File: config.mk
export PLATFORM = sky130hd
export DESIGN_NAME = seg_scan_ctrl_flat
export DESIGN_NICKNAME = d
export VERILOG_FILES = /design/src/rtl/seg_scan_ctrl_if.sv /design/src/rtl/seg_scan_ctrl.sv /design/src/flat_wrapper.sv
export SDC_FILE = /design/constraint.sdc
export NUM_CORES = 1
export LEC_CHECK = 0
export ABC_AREA = 0
export CORE_MARGIN = 2
export CORE_UTILIZATION = 35
export CTS_BUF_LIST = sky130_fd_sc_hd__clkbuf_16
export DETAILED_ROUTE_END_ITERATION = 7
export GPL_TIMING_DRIVEN = 0
export HOLD_SLACK_MARGIN = 0.03
export SETUP_SLACK_MARGIN = 0.1
export SLEW_MARGIN = 10
export SYNTH_ARGS = -nofsm -noshare
export SYNTH_HDL_FRONTEND = slang
export SYNTH_SLANG_ARGS = --single-unit
File: constraint.sdc
create_clock -name clk_100MHz -period 6.5 [get_ports clk_100MHz]
set_input_delay 1.95 -clock clk_100MHz [delete_from_list [all_inputs] [get_ports clk_100MHz]]
set_output_delay 1.95 -clock clk_100MHz [all_outputs]
set_load 0.05 [all_outputs]
File: src/rtl/seg_scan_ctrl_if.sv
// Display-controller bus: value/dp load side plus the scanned digit/segment outputs.
interface seg_scan_ctrl_if #(
    parameter int unsigned DIGITS = 4
);
    logic [4*DIGITS-1:0] value;
    logic [DIGITS-1:0]   dp_in;
    logic                blank_lz;
    logic                load;
    logic                busy;
    logic                frame_start;
    logic [DIGITS-1:0]   seg_sel;
    logic [6:0]          segment;
    logic                dp;

    modport master (
        output value, dp_in, blank_lz, load,
        input  busy, frame_start, seg_sel, segment, dp
    );

    modport slave (
        input  value, dp_in, blank_lz, load,
        output busy, frame_start, seg_sel, segment, dp
    );
endinterface

File: src/rtl/seg_scan_ctrl.sv
// Multiplexed seven-segment scanner with frame-synchronous loading, leading-zero
// blanking and per-slot dead time. Define SEG_SCAN_DP_EN to build decimal-point support.
module seg_scan_ctrl #(
    parameter int unsigned DIGITS      = 4,
    parameter int unsigned SCAN_DIV    = 100000,
    parameter int unsigned BLANK_CYC   = 1000,
    parameter int unsigned SEL_ACT_LOW = 1,
    parameter int unsigned SEG_ACT_LOW = 1
) (
    input  logic          clk_100MHz,
    input  logic          rst,
    seg_scan_ctrl_if.slave bus
);

    localparam int unsigned PCNT_W = (SCAN_DIV > 1) ? $clog2(SCAN_DIV) : 1;
    localparam int unsigned IDX_W  = $clog2(DIGITS);
    localparam int unsigned VAL_W  = 4 * DIGITS;

    localparam logic [DIGITS-1:0] SEL_INV = (SEL_ACT_LOW != 0) ? {DIGITS{1'b1}} : {DIGITS{1'b0}};
    localparam logic [6:0]        SEG_INV = (SEG_ACT_LOW != 0) ? 7'h7F : 7'h00;
    localparam logic              DP_INV  = (SEG_ACT_LOW != 0);

    logic [PCNT_W-1:0] pcnt;
    logic [IDX_W-1:0]  idx;
    logic              slot_end_c;
    logic              frame_wrap_c;
    logic              in_blank_c;

    logic [VAL_W-1:0]  pend_val;
    logic [VAL_W-1:0]  shad_val;
    logic              pend_v;

    logic [DIGITS-1:0] lz_c;
    logic [3:0]        nib_c;
    logic              blank_digit_c;
    logic [DIGITS-1:0] sel_c;
    logic [6:0]        seg_c;
    logic              dp_c;

    logic [DIGITS-1:0] sel_q;
    logic [6:0]        seg_q;
    logic              dp_q;
    logic              fs_q;

    // Active-high gfedcba hex font
    function automatic logic [6:0] hex_to_seg(input logic [3:0] n);
        case (n)
            4'h0: hex_to_seg = 7'h3F;
            4'h1: hex_to_seg = 7'h06;
            4'h2: hex_to_seg = 7'h5B;
            4'h3: hex_to_seg = 7'h4F;
            4'h4: hex_to_seg = 7'h66;
            4'h5: hex_to_seg = 7'h6D;
            4'h6: hex_to_seg = 7'h7D;
            4'h7: hex_to_seg = 7'h07;
            4'h8: hex_to_seg = 7'h7F;
            4'h9: hex_to_seg = 7'h6F;
            4'hA: hex_to_seg = 7'h77;
            4'hB: hex_to_seg = 7'h7C;
            4'hC: hex_to_seg = 7'h39;
            4'hD: hex_to_seg = 7'h5E;
            4'hE: hex_to_seg = 7'h79;
            default: hex_to_seg = 7'h71;
        endcase
    endfunction

    assign slot_end_c   = (pcnt == PCNT_W'(SCAN_DIV - 1));
    assign frame_wrap_c = slot_end_c && (idx == IDX_W'(DIGITS - 1));

    generate
        if (BLANK_CYC > 0) begin : g_blank
            assign in_blank_c = (pcnt < PCNT_W'(BLANK_CYC));
        end else begin : g_no_blank
            assign in_blank_c = 1'b0;
        end
    endgenerate

    // Slot prescaler and digit index
    always_ff @(posedge clk_100MHz or posedge rst) begin
        if (rst) begin
            pcnt <= '0;
            idx  <= '0;
        end else if (slot_end_c) begin
            pcnt <= '0;
            idx  <= frame_wrap_c ? '0 : idx + IDX_W'(1);
        end else begin
            pcnt <= pcnt + PCNT_W'(1);
        end
    end

    // Pending/shadow pair: shadow only changes on a frame wrap so a frame never tears
    always_ff @(posedge clk_100MHz or posedge rst) begin
        if (rst) begin
            pend_val <= '0;
            shad_val <= '0;
            pend_v   <= 1'b0;
            fs_q     <= 1'b0;
        end else begin
            if (frame_wrap_c && pend_v) shad_val <= pend_val;
            if (bus.load)               pend_val <= bus.value;
            pend_v <= bus.load | (pend_v & ~frame_wrap_c);
            fs_q   <= frame_wrap_c;
        end
    end

`ifdef SEG_SCAN_DP_EN
    logic [DIGITS-1:0] pend_dp;
    logic [DIGITS-1:0] shad_dp;

    always_ff @(posedge clk_100MHz or posedge rst) begin
        if (rst) begin
            pend_dp <= '0;
            shad_dp <= '0;
        end else begin
            if (frame_wrap_c && pend_v) shad_dp <= pend_dp;
            if (bus.load)               pend_dp <= bus.dp_in;
        end
    end
`else
    logic unused_dp_in;
    assign unused_dp_in = ^bus.dp_in;
`endif

    // lz_c[i] marks digits whose nibble and every more-significant nibble are zero
    always_comb begin
        logic run;
        lz_c = '0;
        run  = 1'b1;
        for (int i = DIGITS - 1; i >= 1; i--) begin
            run     = run && (shad_val[4*i +: 4] == 4'h0);
            lz_c[i] = run;
        end
    end

    always_comb begin
        nib_c         = 4'h0;
        sel_c         = '0;
        blank_digit_c = 1'b0;
        dp_c          = 1'b0;
        for (int i = 0; i < DIGITS; i++) begin
            if (idx == IDX_W'(i)) begin
                nib_c         = shad_val[4*i +: 4];
                sel_c[i]      = 1'b1;
                blank_digit_c = bus.blank_lz && lz_c[i];
`ifdef SEG_SCAN_DP_EN
                dp_c          = shad_dp[i];
`endif
            end
        end
        seg_c = hex_to_seg(nib_c);
        if (blank_digit_c) begin
            seg_c = 7'h00;
            dp_c  = 1'b0;
        end
        // Dead time at slot start keeps the previous digit's segments from ghosting
        if (in_blank_c) begin
            sel_c = '0;
            seg_c = 7'h00;
            dp_c  = 1'b0;
        end
    end

    // Output registers; polarity is applied only here
    always_ff @(posedge clk_100MHz or posedge rst) begin
        if (rst) begin
            sel_q <= SEL_INV;
            seg_q <= SEG_INV;
            dp_q  <= DP_INV;
        end else begin
            sel_q <= sel_c ^ SEL_INV;
            seg_q <= seg_c ^ SEG_INV;
            dp_q  <= dp_c ^ DP_INV;
        end
    end

    assign bus.seg_sel     = sel_q;
    assign bus.segment     = seg_q;
    assign bus.dp          = dp_q;
    assign bus.busy        = pend_v;
    assign bus.frame_start = fs_q;

endmodule

File: src/flat_wrapper.sv
// flat-port wrapper written by rule: the top's interface ports become plain ports
module seg_scan_ctrl_flat 
#(
    parameter int unsigned DIGITS      = 4,
    parameter int unsigned SCAN_DIV    = 100000,
    parameter int unsigned BLANK_CYC   = 1000,
    parameter int unsigned SEL_ACT_LOW = 1,
    parameter int unsigned SEG_ACT_LOW = 1
)
  (clk_100MHz, rst, bus_value, bus_dp_in, bus_blank_lz, bus_load, bus_busy, bus_frame_start, bus_seg_sel, bus_segment, bus_dp);
  seg_scan_ctrl_if #(.DIGITS(DIGITS)) bus_i ();
  input  logic clk_100MHz;
  input  logic rst;
  input wire logic [$bits(bus_i.value)-1:0] bus_value;
  input wire logic [$bits(bus_i.dp_in)-1:0] bus_dp_in;
  input wire logic [$bits(bus_i.blank_lz)-1:0] bus_blank_lz;
  input wire logic [$bits(bus_i.load)-1:0] bus_load;
  output wire logic [$bits(bus_i.busy)-1:0] bus_busy;
  output wire logic [$bits(bus_i.frame_start)-1:0] bus_frame_start;
  output wire logic [$bits(bus_i.seg_sel)-1:0] bus_seg_sel;
  output wire logic [$bits(bus_i.segment)-1:0] bus_segment;
  output wire logic [$bits(bus_i.dp)-1:0] bus_dp;
  assign bus_i.value = bus_value;
  assign bus_i.dp_in = bus_dp_in;
  assign bus_i.blank_lz = bus_blank_lz;
  assign bus_i.load = bus_load;
  assign bus_busy = bus_i.busy;
  assign bus_frame_start = bus_i.frame_start;
  assign bus_seg_sel = bus_i.seg_sel;
  assign bus_segment = bus_i.segment;
  assign bus_dp = bus_i.dp;
  seg_scan_ctrl #(.DIGITS(DIGITS), .SCAN_DIV(SCAN_DIV), .BLANK_CYC(BLANK_CYC), .SEL_ACT_LOW(SEL_ACT_LOW), .SEG_ACT_LOW(SEG_ACT_LOW)) u_core (.clk_100MHz(clk_100MHz), .rst(rst), .bus(bus_i));
endmodule
==> summary.txt <==
Outcome
  – Status: completed

Synthesis
  – Post-synth EDFFs: 0
  – Mapped Cells: 254
  – Netlist cell types: 45
  – Top_reg_cell synth: dfrtp_1
  – Post-synth top cells: dfrtp_1, mux2_2, nand2_1
  – Synth top area share: 0.4350
  – Yosys reg bits: 64
  – Synth top area cells: dfrtp_1, dfstp_2, mux2_2
  – Cell with the most instances after synthesis: dfrtp_1
  – Syn_nets: 289
  – Post-Syn Area: 3049 µm²
  – Sequential fraction of the synthesis area: 0.5297
  – Yosys warns: 0
  – Top cell type by total area after synthesis: dfrtp_1
  – Post-synthesis async set-or-reset flop share: 1.000
  – Syn_area_per_cell: 12.00 µm²

Place
  – Port bufs: 31
  – Place WS: 3.068 ns
  – Placer Congestion: 0.8648
  – DP Area: 3497 µm²
  – DP HPWL: 4041 µm

Detailed routing
  – Vias: 2,054
  – TritonRoute pass-1 iters: 4
  – Post-DRT Antenna Nets: 0
  – Drt drc: 0
  – DR iter-0 viols: 76
  – Final WL: 5932 µm
  – WL per Instance: 14.50 µm
  – Vias/cell: 5.022

STA
  – Max-slew violations: 0
  – Worst-margin pin slew: 0.7924 ns
  – RSZ-0062 raised after global routing: false
  – Min Hold Slack: 0.5008 ns
  – Final setup skew: 0.004528 ns
  – Minimum clock period: 3.590 ns
  – Fin crit share: 0.5523
  – Rel. slew slack: 0.4717
  – Setup TNS: 0 ns
  – Setup Viol. Count Final: 0
  – Final Hold Violating Endpoints: 0
  – Slack of the critical path: 2.910 ns
  – Fmax: 278.6 MHz

Worst setup path
  – Type of origin of the critical path: register
  – CP endpoint kind: primary output
  – CP peak stage delay: 0.80 ns
  – Crit path DAT: 1.64 ns
  – Crit-path max FO: 1
  – Master of the slowest instance on the critical path: clkdlybuf4s50_1
  – Critical-path cell list: clkdlybuf4s50_1
  – Family with the most delay on the worst path: buffers and inverters
  – WP buf/inv: 1
  – Critical path class: reg -> out
  – CP required: 4.55 ns

Clocking
  – CTS tree: done
  – Post-CTS setup buffers: 0
  – Worst-path clk slew: 0.06 ns
  – Maximum clock path buffer count: 2
  – Num Clock Sinks: 64
  – Worst skew pair latency: 0.33 ns
  – CTS resizes: 0
  – CTS Buf Count: 9
  – H-tree levels: 3
  – Hold Buf Count CTS: 0
  – Clk root buf: clkbuf_16

Pwr
  – LEAKAGE: 0.001599 µW
  – Power density cells: 251.1 nW/µm²
  – Worst vdd ir: 0.0001651 V

Cells and area
  – Fillers: 797
  – Layout area overhead: 25.24%
  – FF/Latch Area: 1615 µm²
  – NumNets Final: 331
  – Antenna diodes: 0
  – Final instance area: 3819 µm²
  – Area occupied by multi-input gates: 1338 µm²
  – Layout cells sized above 1: 0.2292

Global routing
  – Largest net degree at the start of global routing: 65
  – First-pass GRT wire length: 10,270 µm
  – GR Overflow Total: 0
  – Vias in the first global route: 2,127
  – Antenna violations before repair: 0
  – Total Routing Usage GR: 0.1353

Floorplan
  – Die X-Extent: 97.34 µm
  – Die area: 9474 µm²
  – Die Span Y: 97.34 µm
  – IO Count: 38
  – Starting Density: 0.3548
  – # rows: 34
  – Core box area: 8593 µm²

Min path
  – Worst Hold Class: reg -> reg

Run
  – Max-Cap Viols: 0
[logic make-up (layout without fill, tap and decap cells)]
family | after synthesis | after routing | share of synthesized area
flops | 64 | 64 | 0.5297
xor+xnor | 14 | 14 | 0.04021
compound gates | 26 | 26 | 0.06114
mux | 37 | 37 | 0.1481
fa+ha+maj | 11 | 11 | 0.04514
other cells | 1 | 1 | 0.001230
simple gates | 83 | 83 | 0.1428
buf+inv | 18 | 65 | 0.03160
[state kept, by name, summed over array words and instances, names as in the netlist]
name	flops
u_core.pend_val	16
u_core.shad_val	16
u_core.bus.segment	7
u_core.bus.busy	1
u_core.bus.frame_start	1
u_core.bus.seg_sel	4
u_core.pcnt	17
u_core.idx	2
[metrics by stage]
stage          cells    util  power (µW)
2_1_floorplan    254       -       439.0
3_3_place_gp     393  0.4067       455.5
3_5_place_dp     393  0.4070       456.8
4_1_cts          409  0.4444       972.2
5_1_grt          409  0.4444       993.7
6_report         409  0.4444       959.0
[metal layers]
| metal | GRT usage | wire length, µm | part of all wire | vias up |
|---|---|---|---|---|
| met4 | 0.04060 | 56 | 0.0094 | 0 |
| met3 | 0.04604 | 248 | 0.042 | 10 |
| met1 | 0.1819 | 2874 | 0.48 | 1020 |
| li1 | - | - | - | 978 |
| met5 | 0 | 0 | 0 | - |
| met2 | 0.2083 | 2752 | 0.46 | 46 |
[report_power, final]
group          internal (µW)  leakage (µW)  switching [µW]
combinational           19.3      0.000649            15.1
clock                    335      0.000149             175
sequential               409      0.000800            5.32
total                    763       0.00160             196
[layout by cell type (no fill, tap or decap), types with 2 or more instances in the layout]
master / netlist / routed
clkdlybuf4s50_1: 0 / 31
clkbuf_16: 0 / 9
mux2i_1: 2 / 2
nor2b_1: 4 / 4
o21ai_0: 4 / 4
clkbuf_1: 5 / 5
mux2_4: 10 / 10
nand3b_1: 3 / 3
nor3b_1: 3 / 3
a311o_1: 3 / 3
nor4_1: 6 / 6
clkinvlp_4: 0 / 2
nand4b_1: 2 / 2
a21oi_1: 5 / 5
dfstp_2: 11 / 11
and3_1: 3 / 3
a21o_1: 3 / 3
nor3_1: 5 / 5
ha_1: 11 / 11
a211oi_1: 2 / 2
xor2_1: 6 / 6
nand3_1: 8 / 8
dfrtp_1: 53 / 53
clkinv_4: 0 / 2
nand2_1: 23 / 23
o211ai_1: 4 / 4
xnor2_1: 8 / 8
mux2_2: 25 / 25
inv_1: 9 / 8
bufinv_16: 0 / 2
nor2_1: 17 / 17
[final timing paths]
check	slack (ns)	cells past startpoint	startpoint	to
worst min-delay path	0.50	1	u_core.pend_val[8]$_DFFE_PP0P_	u_core.shad_val[8]$_DFFE_PP0P_
min in group asynchronous	2.12	2	rst	u_core.pcnt[6]$_DFF_PP0_
worst max-delay path	2.91	1	u_core.bus.seg_sel[3]$_DFF_PP1_	bus_seg_sel[3]
worst max register to register	3.67	9	u_core.idx[0]$_DFFE_PP0N_	u_core.bus.segment[3]$_DFF_PP1_
max in group asynchronous	3.85	2	rst	u_core.pend_val[1]$_DFFE_PP0P_
worst min register to register	0.50	1	u_core.pend_val[8]$_DFFE_PP0P_	u_core.shad_val[8]$_DFFE_PP0P_
[cell type report]
| class | instances | area share |
|---|---|---|
| sequential | 64 | 0.4230 |
| multi-input combinational | 172 | 0.3503 |
| timing repair buffer | 31 | 0.08126 |
| clock buffer | 9 | 0.05898 |
| tap | 108 | 0.03539 |
| clock inverter | 7 | 0.02523 |
| buffer | 9 | 0.01638 |
| inverter | 9 | 0.009502 |
(Power assumes the default switching activity.)
